==> src/rtl/matmul_ctrl_param_pkg.sv <==
// Shared types and defaults for the parametrised matrix-multiply controller.
// Holds the FSM state encoding, default parameter values and sizing helpers.
package matmul_ctrl_param_pkg;

  typedef enum logic [1:0] {
    IDLE  = 2'd0,
    LOAD  = 2'd1,
    WRITE = 2'd2,
    DONE  = 2'd3
  } state_e;

  localparam int DEF_DATA_W      = 18;
  localparam int DEF_N_LANES     = 4;
  localparam int DEF_N_GROUPS    = 4;
  localparam int DEF_N_COLS      = 16;
  localparam int DEF_LOAD_CYCLES = 2;
  localparam int DEF_RAM_AW      = 4;

  function automatic int tile_words(input int n_lanes, input int n_groups);
    return n_lanes * n_groups;
  endfunction

  // Counter width that stays legal when the count range collapses to one value.
  function automatic int cnt_w(input int n);
    return (n > 1) ? $clog2(n) : 1;
  endfunction

endpackage

==> src/rtl/matmul_tile_buf.sv <==
// Tile buffer: one slot per result group, read back one word at a time.
// Read order is group-major by default, lane-major with TRANSPOSE_WRITE_EN.
module matmul_tile_buf
  import matmul_ctrl_param_pkg::*;
#(
  parameter int DATA_W   = DEF_DATA_W,
  parameter int N_LANES  = DEF_N_LANES,
  parameter int N_GROUPS = DEF_N_GROUPS,
  parameter int IDX_W    = DEF_RAM_AW,
  parameter int GRP_W    = cnt_w(DEF_N_GROUPS)
) (
  input  logic                        clk,
  input  logic                        reset,
  input  logic                        wr_en,
  input  logic [GRP_W-1:0]            wr_slot,
  input  logic [N_LANES*DATA_W-1:0]   wr_data,
  input  logic                        rd_en,
  input  logic [IDX_W-1:0]            rd_idx,
  output logic [DATA_W-1:0]           rd_data
);

  localparam int VEC_W = N_LANES * DATA_W;

  logic [VEC_W-1:0]  mem   [N_GROUPS];
  logic [VEC_W-1:0]  mem_n [N_GROUPS];
  logic [DATA_W-1:0] rd_word;

  function automatic int word_index(input int g, input int l);
`ifdef TRANSPOSE_WRITE_EN
    return l * N_GROUPS + g;
`else
    return g * N_LANES + l;
`endif
  endfunction

  // Reads see the slot being written this cycle, so the first word can leave
  // on the same edge that captures the final group.
  always_comb begin
    mem_n = mem;
    if (wr_en) mem_n[wr_slot] = wr_data;
  end

  always_comb begin
    rd_word = '0;
    for (int g = 0; g < N_GROUPS; g++) begin
      for (int l = 0; l < N_LANES; l++) begin
        if (rd_idx == IDX_W'(word_index(g, l)))
          rd_word = mem_n[g][(N_LANES-1-l)*DATA_W +: DATA_W];
      end
    end
  end

  // NOTE: this buffer is cleared by reset because its contents are observable
  // state; plain storage arrays normally stay out of the reset tree.
  always_ff @(posedge clk or posedge reset) begin
    if (reset) begin
      for (int g = 0; g < N_GROUPS; g++) mem[g] <= '0;
      rd_data <= '0;
    end else begin
      mem     <= mem_n;
      rd_data <= rd_en ? rd_word : '0;
    end
  end

endmodule

==> src/rtl/matmul_ctrl_param.sv <==
// Matrix-multiply controller: sequences LOAD, captures N_GROUPS result strobes,
// drains the tile to RAM and pulses finish. Build option: TRANSPOSE_WRITE_EN.
module matmul_ctrl_param
  import matmul_ctrl_param_pkg::*;
#(
  parameter int DATA_W      = DEF_DATA_W,
  parameter int N_LANES     = DEF_N_LANES,
  parameter int N_GROUPS    = DEF_N_GROUPS,
  parameter int N_COLS      = DEF_N_COLS,
  parameter int LOAD_CYCLES = DEF_LOAD_CYCLES,
  parameter int RAM_AW      = DEF_RAM_AW
) (
  input  logic                        clk,
  input  logic                        reset,
  input  logic                        start,
  input  logic                        arith_valid,
  input  logic [N_LANES*DATA_W-1:0]   results,
  output logic                        input_start,
  output logic                        rom_start,
  output logic [$clog2(N_COLS)-1:0]   rom_addr,
  output logic [DATA_W-1:0]           result,
  output logic [RAM_AW-1:0]           ram_addr,
  output logic                        web,
  output logic                        finish,
  output logic                        busy,
  output logic                        overrun
);

  localparam int WORDS = tile_words(N_LANES, N_GROUPS);
  localparam int COL_W = $clog2(N_COLS);
  localparam int GRP_W = cnt_w(N_GROUPS);
  localparam int LDC_W = cnt_w(LOAD_CYCLES);

  if ((2 ** RAM_AW) < WORDS) begin : g_bad_ram_aw
    $error("RAM_AW too small to address N_LANES*N_GROUPS words");
  end

  state_e             state, state_n;
  logic [COL_W-1:0]   col_cnt, col_n;
  logic [LDC_W-1:0]   ld_cnt, ld_n;
  logic [GRP_W-1:0]   grp_cnt, grp_n;
  logic [RAM_AW-1:0]  word_cnt, word_n;
  logic               overrun_n;
  logic               buf_wr;
  logic               load_q;

  // NOTE: every variable gets a default before the case so no path leaves
  // one unassigned, which would otherwise infer a latch.
  always_comb begin
    state_n   = state;
    col_n     = col_cnt;
    ld_n      = ld_cnt;
    grp_n     = grp_cnt;
    word_n    = word_cnt;
    overrun_n = overrun;
    buf_wr    = 1'b0;
    case (state)
      IDLE: begin
        if (start) begin
          state_n   = LOAD;
          overrun_n = 1'b0;
          col_n     = '0;
          ld_n      = '0;
          grp_n     = '0;
          word_n    = '0;
        end else if (arith_valid) begin
          overrun_n = 1'b1;
        end
      end
      LOAD: begin
        if (ld_cnt == LDC_W'(LOAD_CYCLES - 1)) begin
          ld_n  = '0;
          col_n = (col_cnt == COL_W'(N_COLS - 1)) ? '0 : col_cnt + COL_W'(1);
        end else begin
          ld_n = ld_cnt + LDC_W'(1);
        end
        if (arith_valid) begin
          buf_wr = 1'b1;
          if (grp_cnt == GRP_W'(N_GROUPS - 1)) begin
            // Counters park at zero so rom_addr/ram_addr read 0 outside their phase.
            state_n = WRITE;
            grp_n   = '0;
            col_n   = '0;
            ld_n    = '0;
            word_n  = '0;
          end else begin
            grp_n = grp_cnt + GRP_W'(1);
          end
        end
      end
      WRITE: begin
        if (arith_valid) overrun_n = 1'b1;
        if (word_cnt == RAM_AW'(WORDS - 1)) begin
          state_n = DONE;
          word_n  = '0;
        end else begin
          word_n = word_cnt + RAM_AW'(1);
        end
      end
      DONE: begin
        if (arith_valid) overrun_n = 1'b1;
        state_n = IDLE;
      end
      default: state_n = IDLE;
    endcase
  end

  // NOTE: sequential state uses non-blocking assignments so every flop samples
  // pre-edge values regardless of statement order.
  always_ff @(posedge clk or posedge reset) begin
    if (reset) begin
      state    <= IDLE;
      col_cnt  <= '0;
      ld_cnt   <= '0;
      grp_cnt  <= '0;
      word_cnt <= '0;
      overrun  <= 1'b0;
      load_q   <= 1'b0;
      web      <= 1'b0;
      finish   <= 1'b0;
      busy     <= 1'b0;
    end else begin
      state    <= state_n;
      col_cnt  <= col_n;
      ld_cnt   <= ld_n;
      grp_cnt  <= grp_n;
      word_cnt <= word_n;
      overrun  <= overrun_n;
      load_q   <= (state_n == LOAD);
      web      <= (state_n == WRITE);
      finish   <= (state_n == DONE);
      busy     <= (state_n != IDLE);
    end
  end

  assign input_start = load_q;
  assign rom_start   = load_q;
  assign rom_addr    = col_cnt;
  assign ram_addr    = word_cnt;

  matmul_tile_buf #(
    .DATA_W   (DATA_W),
    .N_LANES  (N_LANES),
    .N_GROUPS (N_GROUPS),
    .IDX_W    (RAM_AW),
    .GRP_W    (GRP_W)
  ) u_tile_buf (
    .clk     (clk),
    .reset   (reset),
    .wr_en   (buf_wr),
    .wr_slot (grp_cnt),
    .wr_data (results),
    .rd_en   (state_n == WRITE),
    .rd_idx  (word_n),
    .rd_data (result)
  );

endmodule
==> config.mk <==
export PLATFORM = sky130hd
export DESIGN_NAME = matmul_ctrl_param
export DESIGN_NICKNAME = d
export VERILOG_FILES = /design/src/rtl/matmul_ctrl_param_pkg.sv /design/src/rtl/matmul_tile_buf.sv /design/src/rtl/matmul_ctrl_param.sv
export SDC_FILE = /design/constraint.sdc
export NUM_CORES = 1
export LEC_CHECK = 0
export CAP_MARGIN = 10
export CORE_MARGIN = 2
export CORE_UTILIZATION = 47
export DETAILED_ROUTE_END_ITERATION = 8
export GPL_ROUTABILITY_DRIVEN = 0
export GPL_TIMING_DRIVEN = 0
export HOLD_SLACK_MARGIN = 0.03
export PLACE_DENSITY = 0.74
export SYNTH_ARGS = -nofsm -noshare
export SYNTH_HDL_FRONTEND = slang
export SYNTH_SLANG_ARGS = --single-unit
==> constraint.sdc <==
create_clock -name clk -period 28.5 [get_ports clk]
set_input_delay 2.85 -clock clk [delete_from_list [all_inputs] [get_ports clk]]
set_output_delay 2.85 -clock clk [all_outputs]
set_load 0.05 [all_outputs]
==> results of run 1 <==
-- worst max-delay path by stage --
| stage | start | end | depth (start not counted) |
|---|---|---|---|
| after floorplan | reset | busy | 1 |
| after global placement | reset | u_tile_buf.rd_data[0] | 2 |
| after detailed placement | start | u_tile_buf.rd_data[11] | 10 |
| after CTS | start | u_tile_buf.rd_data[11] | 10 |
| after global routing | start | u_tile_buf.rd_data[11] | 10 |
| final | start | u_tile_buf.rd_data[11] | 10 |
-- routing by layer --
metal | GRT usage (%) | vias up | share of wire, %
li1 | - | 4922 | -
met1 | 39.23 | 5957 | 40
met2 | 45.45 | 718 | 45
met3 | 6.656 | 192 | 10
met4 | 12.70 | 0 | 5.0
met5 | 0 | - | 0
-- stage by stage --
stage	utilization, %	total power (W)	hold slack, ps	instance area, um^2
5_1_grt	56.62	0.002013	500.3	17960
6_report	56.62	0.001930	488.9	17960
3_3_place_gp	52.88	0.001433	462.7	16770
2_1_floorplan	-	0.001253	449.6	15200
4_1_cts	56.62	0.001912	489.3	17960
3_5_place_dp	53.08	0.001461	472.1	16830
-- synthesized netlist by cell type, drive strengths merged, types with 3 or more instances --
library cell    n
nand2          37
a211oi          8
ha              6
nor3           51
o31a            4
o21bai          3
mux2i          16
clkbuf         22
mux2          286
nor4            7
and2            4
a22oi           6
a31oi           6
nand3          20
a311oi          5
a21oi          25
a32oi          12
o211ai          6
a211o           7
a22o            8
a21o            4
nor2          122
inv            14
o21ai          75
nand3b          5
nand4b         12
nand2b          5
or3             3
dfrtp         324
buf            71
o22ai          16
a221oi          5
o32ai           3
nor2b           3
o21a           14
nand4          10
and3           20
or2             3
-- final cells by class --
cell class | instances | area [um^2]
fillers | 2635 | 13760
flip-flops and latches | 324 | 8108
multi-input cells | 841 | 6524
repair buffers | 109 | 1126
clock buffers | 50 | 1023
plain buffers | 93 | 514.2
well taps | 402 | 503.0
clock inverters | 12 | 100.1
inverters | 14 | 60.06
-- worst reg2reg max path, cell delays in order (launching register included) --
cell                       delay (ps)
sky130_fd_sc_hd__dfrtp_1          370
sky130_fd_sc_hd__buf_4            160
sky130_fd_sc_hd__nor4b_1          360
sky130_fd_sc_hd__a221oi_2         110
sky130_fd_sc_hd__inv_2            110
sky130_fd_sc_hd__buf_4            210
sky130_fd_sc_hd__buf_2            360
sky130_fd_sc_hd__buf_2            420
sky130_fd_sc_hd__clkbuf_1         760
sky130_fd_sc_hd__a21oi_1          200
sky130_fd_sc_hd__a21oi_1          370
-- where the power goes --
group | switching, W | leakage, nW | internal (W) | total, W
Clock | 0.000188 | 0.563 | 0.000260 | 0.000447
Sequential | 0.0000597 | 3.91 | 0.000674 | 0.000734
Combinational | 0.000414 | 3.25 | 0.000335 | 0.000749
Total | 0.000661 | 7.72 | 0.00127 | 0.00193
-- logic make-up after synthesis --
logic type / Yosys count / share of synthesized area [%]
fa+ha+maj: 6 / 0.4939
flops: 324 / 53.35
buf+inv: 107 / 3.729
compound gates: 222 / 9.747
simple gates: 311 / 10.44
mux: 302 / 22.24
-- flip-flops by register name, indices dropped and copies added, names as in the netlist --
| signal | flops |
|---|---|
| busy | 1 |
| u_tile_buf.rd_data | 18 |
| ld_cnt | 1 |
| u_tile_buf.mem | 288 |
| ram_addr | 4 |
| grp_cnt | 2 |
| state | 2 |
| finish | 1 |
| input_start | 1 |
| overrun | 1 |
| web | 1 |
| rom_addr | 4 |
==> impl_summary.md, run 1 <==
Status
The run finished with clean final reports.

Logic synthesis
The gate count of the mapped netlist is roughly 1300. The synthesized netlist net count is 1354. The number of warnings printed during yosys synthesis is 0. The share of Yosys cell area claimed by the top area cell type is between 50% and 60%. The library cell with the largest summed area after synthesis is sky130_fd_sc_hd__dfrtp_1.

By area the synthesized netlist is led by sky130_fd_sc_hd__dfrtp_1, sky130_fd_sc_hd__mux2_2, sky130_fd_sc_hd__nor2_1. Of all flip-flops after synthesis, the portion carrying an async set or reset was 100.0%. For this run, the register share of the synthesized area comes to between 50% and 60%.

The cell area after synthesis is ~15000 um^2. The number of different library cells used by synthesis comes to 69. The number of enable flip-flop cells after synthesis is 0. The most common flop cell mapped by yosys is sky130_fd_sc_hd__dfrtp_1.

After synthesis, the mean cell area works out to 11.95 um^2. The number of flip-flops and latches in the synthesized netlist is 324.

Clock tree
CTS placed an instance of sky130_fd_sc_hd__clkbuf_16 at the clock tree root. The number of H-tree levels is 2. The clock passes through at most 3 buffers. The clock transition at the registers of the reported paths is 60 ps. The latest clock arrival within the worst-skew pair is between 500 and 600 ps. The clock buffer count from CTS is 35. In this run, post-CTS hold repair placed 0 buffers. TritonCTS built the clock tree. Gates resized during post-CTS repair numbered 0. Once the clock tree was built, the setup fixing pass inserted 0 buffers. For this design, the sink count on the clock tree is between 300 and 400.

STA
The tightest slew margin relative to the limit is 27.57%. Setup repair after global routing left no endpoint under its margin. The final critical path takes up 20.33% of the cycle. The slew at the pin closest to its max-slew limit is roughly 1100 ps.

The final worst clock skew is approximately 19 ps. The final-report max-slew violation count is 0. The final critical-path setup slack is ~23000 ps. Timing would allow up to about 170 MHz.

In the final timing run, aggregate negative setup slack is 0 ps. The routed design could run at a clock period as short as roughly 5800 ps. The number of hold-slack violations in the final timing report was 0.

The number of endpoints failing setup at the final stage is 0.

Critical path
The worst register-to-register path has a setup slack of 24960 ps. Walking the worst path, the cells encountered are clkdlybuf4s50_1 > nor4b_1 > a221oi_2 > inv_2 > buf_4 > buf_2 > buf_2 > clkbuf_1 > a21oi_1 > a21oi_1. The worst setup path category is input port to flop. The count of buffer and inverter cells on the critical path is 6. The stage delay of the slowest cell on the critical path is around 760 ps. For the worst setup path, the data arrival time is 6180 ps. STA classifies the critical path startpoint as an input port. The sort of element at the end of the critical path is a flop. The worst register-to-register path has a depth of 10.

The master of the slowest instance on the critical path is sky130_fd_sc_hd__clkbuf_1. The beginning of the worst register-to-register path is state[0]. Broken down by cell family, the worst path's largest delay share belongs to buffers and inverters. Along the worst path, the maximum fanout reaches 10. The data required time of the critical path is between 20000 and 30000 ps. The endpoint identified for the worst register-to-register timing path is u_tile_buf.rd_data[11].

Hold path
The path class of the lowest-slack min-delay path is flop to flop. The end of the worst hold path is u_tile_buf.mem[110]. The worst hold path begins at u_tile_buf.mem[110]. Counting instances, the worst hold path has a depth of 2.

Die
From left edge to right edge, the die measures 183.8 um. In this run the core area contains between 60 and 70 standard-cell rows. The effective utilization at floorplan is between 40 and 50%. The total die area is 33790 um^2. The height of the die is approximately 180 um. In this run the standard cell core region covers roughly 32000 um^2. around 110 I/O pins were placed.

Place
The count of buffers from port buffering is between 100 and 150. Prior to clock tree synthesis, the placed netlist has a worst setup slack of approximately 22000 ps. Detailed placement ended at an HPWL of between 30 and 40 mm. The placed instance count is around 1800.

Routing
The wire length per cell after detailed routing is approximately 27 um. The number of iterations in the first detailed-routing pass is 6. The count of antenna-violating nets left after detailed routing is 0.

After detailed routing, the number of remaining DRC violations is 0. The total number of vias is roughly 12000. The routed via count divided by cell count is ~6.4. The total routed wirelength is 49.05 mm. The detailed router finished its first iteration with ~1600 violations.

Final layout
The number of standard cells in the layout, taps in and fillers out is ~1800. The leading cell type in the layout, fill and taps excluded is sky130_fd_sc_hd__dfrtp_1. The final-stage net count is 1500. The final antenna diode count is 0. In the layout the commonest cells are sky130_fd_sc_hd__dfrtp_1, sky130_fd_sc_hd__mux2_2, sky130_fd_sc_hd__nor2_1.

Of the cells placed in the final design, the portion with a size suffix greater than 1 is between 20% and 30%. The area growth from synthesis to layout is 18.16%.

Pwr
Dividing total power by cell area gives a power density of between 100 and 150 nW/um^2. The maximum vdd ir drop is between 0.00004 and 0.00005 V. In this run the static leakage power is around 7.7 nW.

Global routing
The global-route total usage across every layer is between 20 and 30%. The via count of the first global-routing pass came to 11780. The initial antenna violation count is 0.

The largest net degree at the start of global routing is roughly 120. The first global-routing pass estimated approximately 73 mm of wire. Summed over all layers, the global routing overflow is 0.

Flow run
The max-capacitance violation count is 0.
No activity file was read; power rests on OpenSTA's default activity.
==> run 2: changes to the inputs <==
- clock period: 28.5 -> 6 ns (I/O delays scaled with it)
==> impl_summary.md, run 2 (synthesis gave the netlist of run 1 again) <==
Status
The run finished with clean final reports.

Routing
The count of routing violations after the opening detailed-route iteration is ~1700. The number of iterations in the first detailed-routing pass is 6. After detailed routing, the number of remaining DRC violations is 0. In the final routed layout, each cell accounts on average for around 26 um. The count of antenna-violating nets left after detailed routing is 0.

Across all layers, the routed design uses about 12000 vias. After detailed routing, the number of vias per cell comes to 6.399. The total routed wirelength is about 49 mm.

STA
The final worst clock skew is 20.64 ps. Setup violations remaining at the end of the flow were counted as 0. The clock period minus final worst setup slack is around 3500 ps.

Measured against its own limit, the worst slew margin works out to 27.51%. The final-report max-slew violation count is 0. The final critical path takes up about three fifths of the cycle. The number of hold-slack violations in the final timing report is 0. Setup repair after global routing left no endpoint under its margin.

Based on the critical path, the design can be clocked at up to roughly 290 MHz. The final critical-path setup slack is roughly 2500 ps. The slew at the pin closest to its max-slew limit is around 1100 ps.

Critical path
The worst setup path is captured at a flop. The setup slack on the worst flop-to-flop path is 2500 ps. The slowest stage of the critical path is the sky130_fd_sc_hd__clkbuf_1 cell. The maximum fanout along the worst path is 10. The stage delay of the slowest cell on the critical path is ~740 ps. STA puts the critical path data required time at about 6400 ps. The kind of launch point of the worst setup path is a flop. At the worst endpoint, the arrival time is a little under 4000 ps. Among the stages of the critical path, the cell type that occurs most often is sky130_fd_sc_hd__clkbuf_1. The setup path with the least slack is of type flop to flop. Traced cell by cell, the critical path runs through ha_1 > and3b_1 > nand3_1 > nand2_1 > clkbuf_1 > clkbuf_1 > o21a_1 > o32ai_1 > o31ai_1 > a21oi_1.

Clock tree
The post-CTS repair timing setup buffer count is 0. The TritonCTS clock tree is done. The post-CTS resize count is 0.

The later pin in the worst-skew pair is clocked with a latency of 530 ps. No sink is reached through more buffers than the 3 on the longest clock path. After clock tree synthesis, the flow added hold-fix buffers numbering 0. The number of H-tree levels is 2. The clock transition at the registers of the reported paths is 60 ps.

The cell at the root of the clock tree is sky130_fd_sc_hd__clkbuf_16. Buffers inserted during clock tree synthesis total 36. The clock drives between 300 and 400 sinks.

Final layout
Once layout is complete, the utilization of the core stands at 57.20%. Of the cells placed in the final design, the portion with a size suffix greater than 1 is about 30%. The largest registers in the layout are u_tile_buf.mem: 288 flops, u_tile_buf.rd_data: 18 flops. u_tile_buf.mem holds more flip-flops than any other register.

The leading cell type in the layout, fill and taps excluded is sky130_fd_sc_hd__dfrtp_1. In the layout the commonest cells are sky130_fd_sc_hd__dfrtp_1, sky130_fd_sc_hd__mux2_2, sky130_fd_sc_hd__nor2_1. The number of standard cells in the layout, taps in and fillers out is ~1900. The flip-flop count of the largest register after layout is 288. The relative area change from synthesis to final layout is 19.37%. The net count of the finished layout is ~1500.

Die
between 100 and 150 I/O pins were placed. The floorplan step defined a die boundary enclosing around 34000 um^2. The die is between 150 and 200 um tall. In this run the standard cell core region covers between 30000 and 40000 um^2. Row generation in the floorplan step produced between 60 and 70 rows. The die extent in x is between 150 and 200 um.

The effective utilization at floorplan is a little under half.

Pwr
The total power divided by cell area is between 500 and 600 nW/um^2. In this run the static leakage power is between 7 and 8 nW. IR analysis of the VDD net gives a maximum drop of between 0.0002 and 0.00025 V.

Global routing
The wire length of the first global-routing pass is 73.56 mm. The via count of the first global-routing pass was 12160. The global-route total usage across every layer is between 20% and 30%.

For this run the aggregate overflow at the end of global routing stands at 0. Entering global routing, the biggest net connects 42 pins. The initial antenna violation count is 0.

Hold path
The path class of the lowest-slack min-delay path is flop to flop.

Flow run
Across the run, the number of max-cap violations was 0.

Place
Counting tap cells, the placed design contains a total of around 1800 instances. The count of buffers from port buffering is 107. The pre-CTS setup slack is about 2200 ps. After legalization and detailed placement, the total HPWL measured roughly 33 mm.
[run 2: metrics by stage]
step | cell area, um^2 | setup TNS, ps | hold slack [ps] | total power [W]
floorplan | 15200 | 0 | 449.6 | 0.005955
global placement | 16780 | -336530 | 462.7 | 0.006809
detailed placement | 16940 | 0 | 478.5 | 0.006959
CTS | 18140 | 0 | 492.3 | 0.009240
global route | 18140 | 0 | 498.4 | 0.009745
finish | 18140 | 0 | 493.6 | 0.009335
[run 2: layout make-up]
cell class                 count  area, um^2
buffer                        93       514.2
clock inverter                16       200.2
timing repair buffer         115        1231
tap                          402       503.0
fill                        2614       13580
sequential                   324        8108
multi-input combinational    841        6524
clock buffer                  47        1003
inverter                      14       56.30
antenna                        1       2.502
[run 2: final timing paths]
path | endpoint | depth (start not counted) | from
max in group asynchronous | u_tile_buf.mem[27] | 6 | reset
worst max-delay path | u_tile_buf.rd_data[11] | 10 | ram_addr[0]
worst min-delay path | u_tile_buf.mem[9] | 1 | u_tile_buf.mem[9]
worst min register to register | u_tile_buf.mem[9] | 1 | u_tile_buf.mem[9]
worst max register to register | u_tile_buf.rd_data[11] | 10 | ram_addr[0]
min in group asynchronous | u_tile_buf.mem[14] | 2 | reset
[run 2: worst max-delay path: cells and delay by family (launching register included)]
family,cells,cell delay (ps)
fa+ha+maj,1,370
buf+inv,2,1290
flops,1,530
compound gates,4,570
simple gates,3,590
[run 2: report_power, final]
group          internal [W]  switching, W  leakage [nW]
clock network       0.00136      0.000913         0.590
registers           0.00320      0.000283          3.91
logic               0.00160       0.00198          3.29
total               0.00616       0.00318          7.79
[run 2: layer usage]
layer,part of all wire [%],track usage (%),vias to the layer above
met4,5.6,15.14,0
met5,0,0,-
li1,-,-,4939
met3,10,7.013,199
met2,45,45.31,809
met1,39,38.70,5911
==> run 3: changes to the inputs <==
- clock period: 6 -> 3.25 ns (I/O delays scaled with it)
==> impl_summary.md, run 3 (synthesis gave the netlist of run 1 again) <==
Final layout
Leaving out fill and tap cells, the most frequent cell in the layout is sky130_fd_sc_hd__dfrtp_1. The register with the highest flop count is u_tile_buf.mem. The largest registers in the layout are u_tile_buf.mem: 288 flops, u_tile_buf.rd_data: 18 flops. Leaving out fill and tap cells, the most frequent cells in the layout are sky130_fd_sc_hd__dfrtp_1, sky130_fd_sc_hd__mux2_2, sky130_fd_sc_hd__nor2_1. From synthesis to final layout, the design area changed by 19.86%. The filler cells instantiated in the layout total 2605. The register with the most flip-flops in the layout has roughly 290 of them.

Of the cells placed in the final design, the portion with a size suffix greater than 1 is between 30% and 40%. The final layout contains 1508 nets. 0 antenna diodes ended up in the layout.

The final cell area excluding filler cells is roughly 18000 um^2.

Clock tree
The latest clock arrival within the worst-skew pair is ~530 ps. The number of clock sinks seen by CTS is roughly 320. The count of hold buffers inserted by post-cts repair is 0.

The number of H-tree levels is 2. The TritonCTS clock tree is done. The clock buffer count from CTS is 36. Counting along the longest clock path gives a buffer depth of 3. Clock-pin slew was measured on the worst setup and hold paths at about 70 ps. The cell at the root of the clock tree is sky130_fd_sc_hd__clkbuf_16.

Critical path
The worst setup path is captured at a flop. The beginning of the worst register-to-register path is grp_cnt[0]. Traced cell by cell, the critical path runs through ha_1 > nand4b_2 > and3_1 > buf_2 > a211oi_1 > a22oi_1 > o21ai_0 > a21oi_1 > a21oi_1. Following the worst setup path forward leads to its endpoint at u_tile_buf.rd_data[11]. The most critical setup path has its startpoint at grp_cnt[0].

Data on the critical path is required at its endpoint by roughly 3700 ps. On the worst path, the slowest cell contributes a delay of roughly 900 ps. The worst register-to-register path has a depth of 9. The maximum fanout along the worst path is 10.

The master of the slowest instance on the critical path is sky130_fd_sc_hd__a211oi_1. The endpoint of the lowest-slack register-to-register path is u_tile_buf.rd_data[11]. The worst setup path category is flop to flop. The cell repeated most along the worst path is sky130_fd_sc_hd__a21oi_1. The data arrival at the endpoint of the critical path is around 3700 ps. The setup slack on the worst flop-to-flop path is -60 ps. The kind of launch point of the worst setup path is a flop.

Die
Pin placement for this block handled around 110 I/O pins. The initial utilization of the core area, before any placement, comes to 47.92%. The die extent in x is around 180 um.

The floorplan step defined a die boundary enclosing about 34000 um^2. After floorplanning, the core was divided into 65 placement rows. The height of the die is 183.8 um. The core area is approximately 32000 um^2.

Routing
The routed via count divided by cell count is between 6 and 7. The detail route stage leaves a number of antenna-violating nets equal to 0. The count of routing violations after the opening detailed-route iteration is 1466. The wire length per cell after detailed routing is about 27 um.

The number of iterations in the first detailed-routing pass is 5. The count of unresolved DRC violations after routing is 0. The total number of vias is between 10000 and 15000.

The routed design has a little under 50 mm of wire.

STA
The share of the cycle needed by the critical path after routing is 101.9%. The final critical-path setup slack is -61.30 ps. The clock period minus final worst setup slack is ~3300 ps. In the final timing run, aggregate negative setup slack is -61.30 ps.

For this run, the top clock speed supported by timing is around 300 MHz. The worst pin sits at a relative slew slack of between 20% and 30%. The final worst clock skew is a little over 20 ps. The final hold slack is approximately 330 ps. The final-report max-slew violation count is 0.

The number of endpoints failing setup at the final stage is 1. The number of hold-slack violations in the final timing report is 0. For the pin with the worst max-slew slack, the measured transition is between 1000 and 1500 ps.

Global routing
The initial antenna violation count was 0. Global routing finished with a remaining overflow of 0. The wire length of the first global-routing pass is between 70 and 80 mm. Across every metal layer, demand over resource in global routing totals 29.36%.

The via count of the first global-routing pass was between 10000 and 15000. The largest net degree at the start of global routing is 42.

Place
The count of buffers from port buffering is 107. The post-detailed-placement cell area is approximately 17000 um^2. The detailed-placement wirelength estimate is ~33 mm.

Hold path
The worst hold path belongs to the class input port to asynchronous set/reset pin.

Pwr
The completed layout was analyzed and its total power is between 0.015 and 0.02 W. The maximum vdd ir drop is 0.0003955 V. The leakage power is 7.862 nW. For this design the ratio of total power to cell area is approximately 950 nW/um^2.

Status
The flow ran to the end, but the final reports show violations. The checks that failed: setup timing.

Flow run
The tool flagged a number of max-cap violations equal to 0.
run 3: cell count changes in the layout (fill, tap and decap cells not counted), moves of 2 or more:
cell                       previous run  this run
sky130_fd_sc_hd__clkbuf_2             0        14
sky130_fd_sc_hd__clkbuf_1            28        15
sky130_fd_sc_hd__nor3_1              50        47
sky130_fd_sc_hd__buf_4                9        11
sky130_fd_sc_hd__nor3_2               1         3
run 3: what timing repair did:
action                     in CTS  in global routing
setup endpoints to repair      11                 18
setup buffers                   0                  1
gates resized for setup         8                 28
pin swaps                       1                  1
run 3: power breakdown:
group | switching [W] | total (W) | internal (W) | leakage (nW)
sequential | 0.000527 | 0.00644 | 0.00592 | 3.91
combinational | 0.00366 | 0.00662 | 0.00296 | 3.36
clock | 0.00169 | 0.00420 | 0.00251 | 0.590
run 3: area by class of cell:
type	instances	area [um^2]	share of cell area (%)
inverters	14	56.30	0.3091
well taps	402	503.0	2.761
flip-flops and latches	324	8109	44.52
repair buffers	116	1239	6.800
clock buffers	47	1003	5.509
plain buffers	93	534.3	2.933
clock inverters	16	200.2	1.099
multi-input cells	841	6571	36.07
run 3: worst max-delay path: cells and delay by family (launching register included):
family                   cells  cell delay, ps
buffers and inverters        1             230
adder cells (fa/ha/maj)      1             300
flip-flops                   1             420
AO/OA/AOI/OAI                5            1620
AND/OR/NAND/NOR              2             600
run 3: worst min-delay path by stage:
stage,to,slack [ps],cells past startpoint
2_1_floorplan,u_tile_buf.mem[110],450,2
3_3_place_gp,u_tile_buf.mem[118],460,2
3_5_place_dp,u_tile_buf.mem[46],480,1
4_1_cts,u_tile_buf.mem[50],350,2
5_1_grt,u_tile_buf.mem[14],410,2
6_report,u_tile_buf.mem[50],330,2
run 3: metrics by stage:
step	worst slack, ps	cells	utilization (%)
6_report	-61.30	1853	57.43
5_1_grt	-11.92	1853	57.43
4_1_cts	20.35	1852	57.25
3_5_place_dp	-241.8	1789	53.40
3_3_place_gp	-3548	1781	52.89
2_1_floorplan	-1398	1272	-
run 3: layer usage:
metal / global-route usage [%] / routed length, um
met5: 0 / 0
met2: 45.46 / 22020
met1: 38.88 / 19210
met4: 14.94 / 2713
met3: 6.636 / 5165
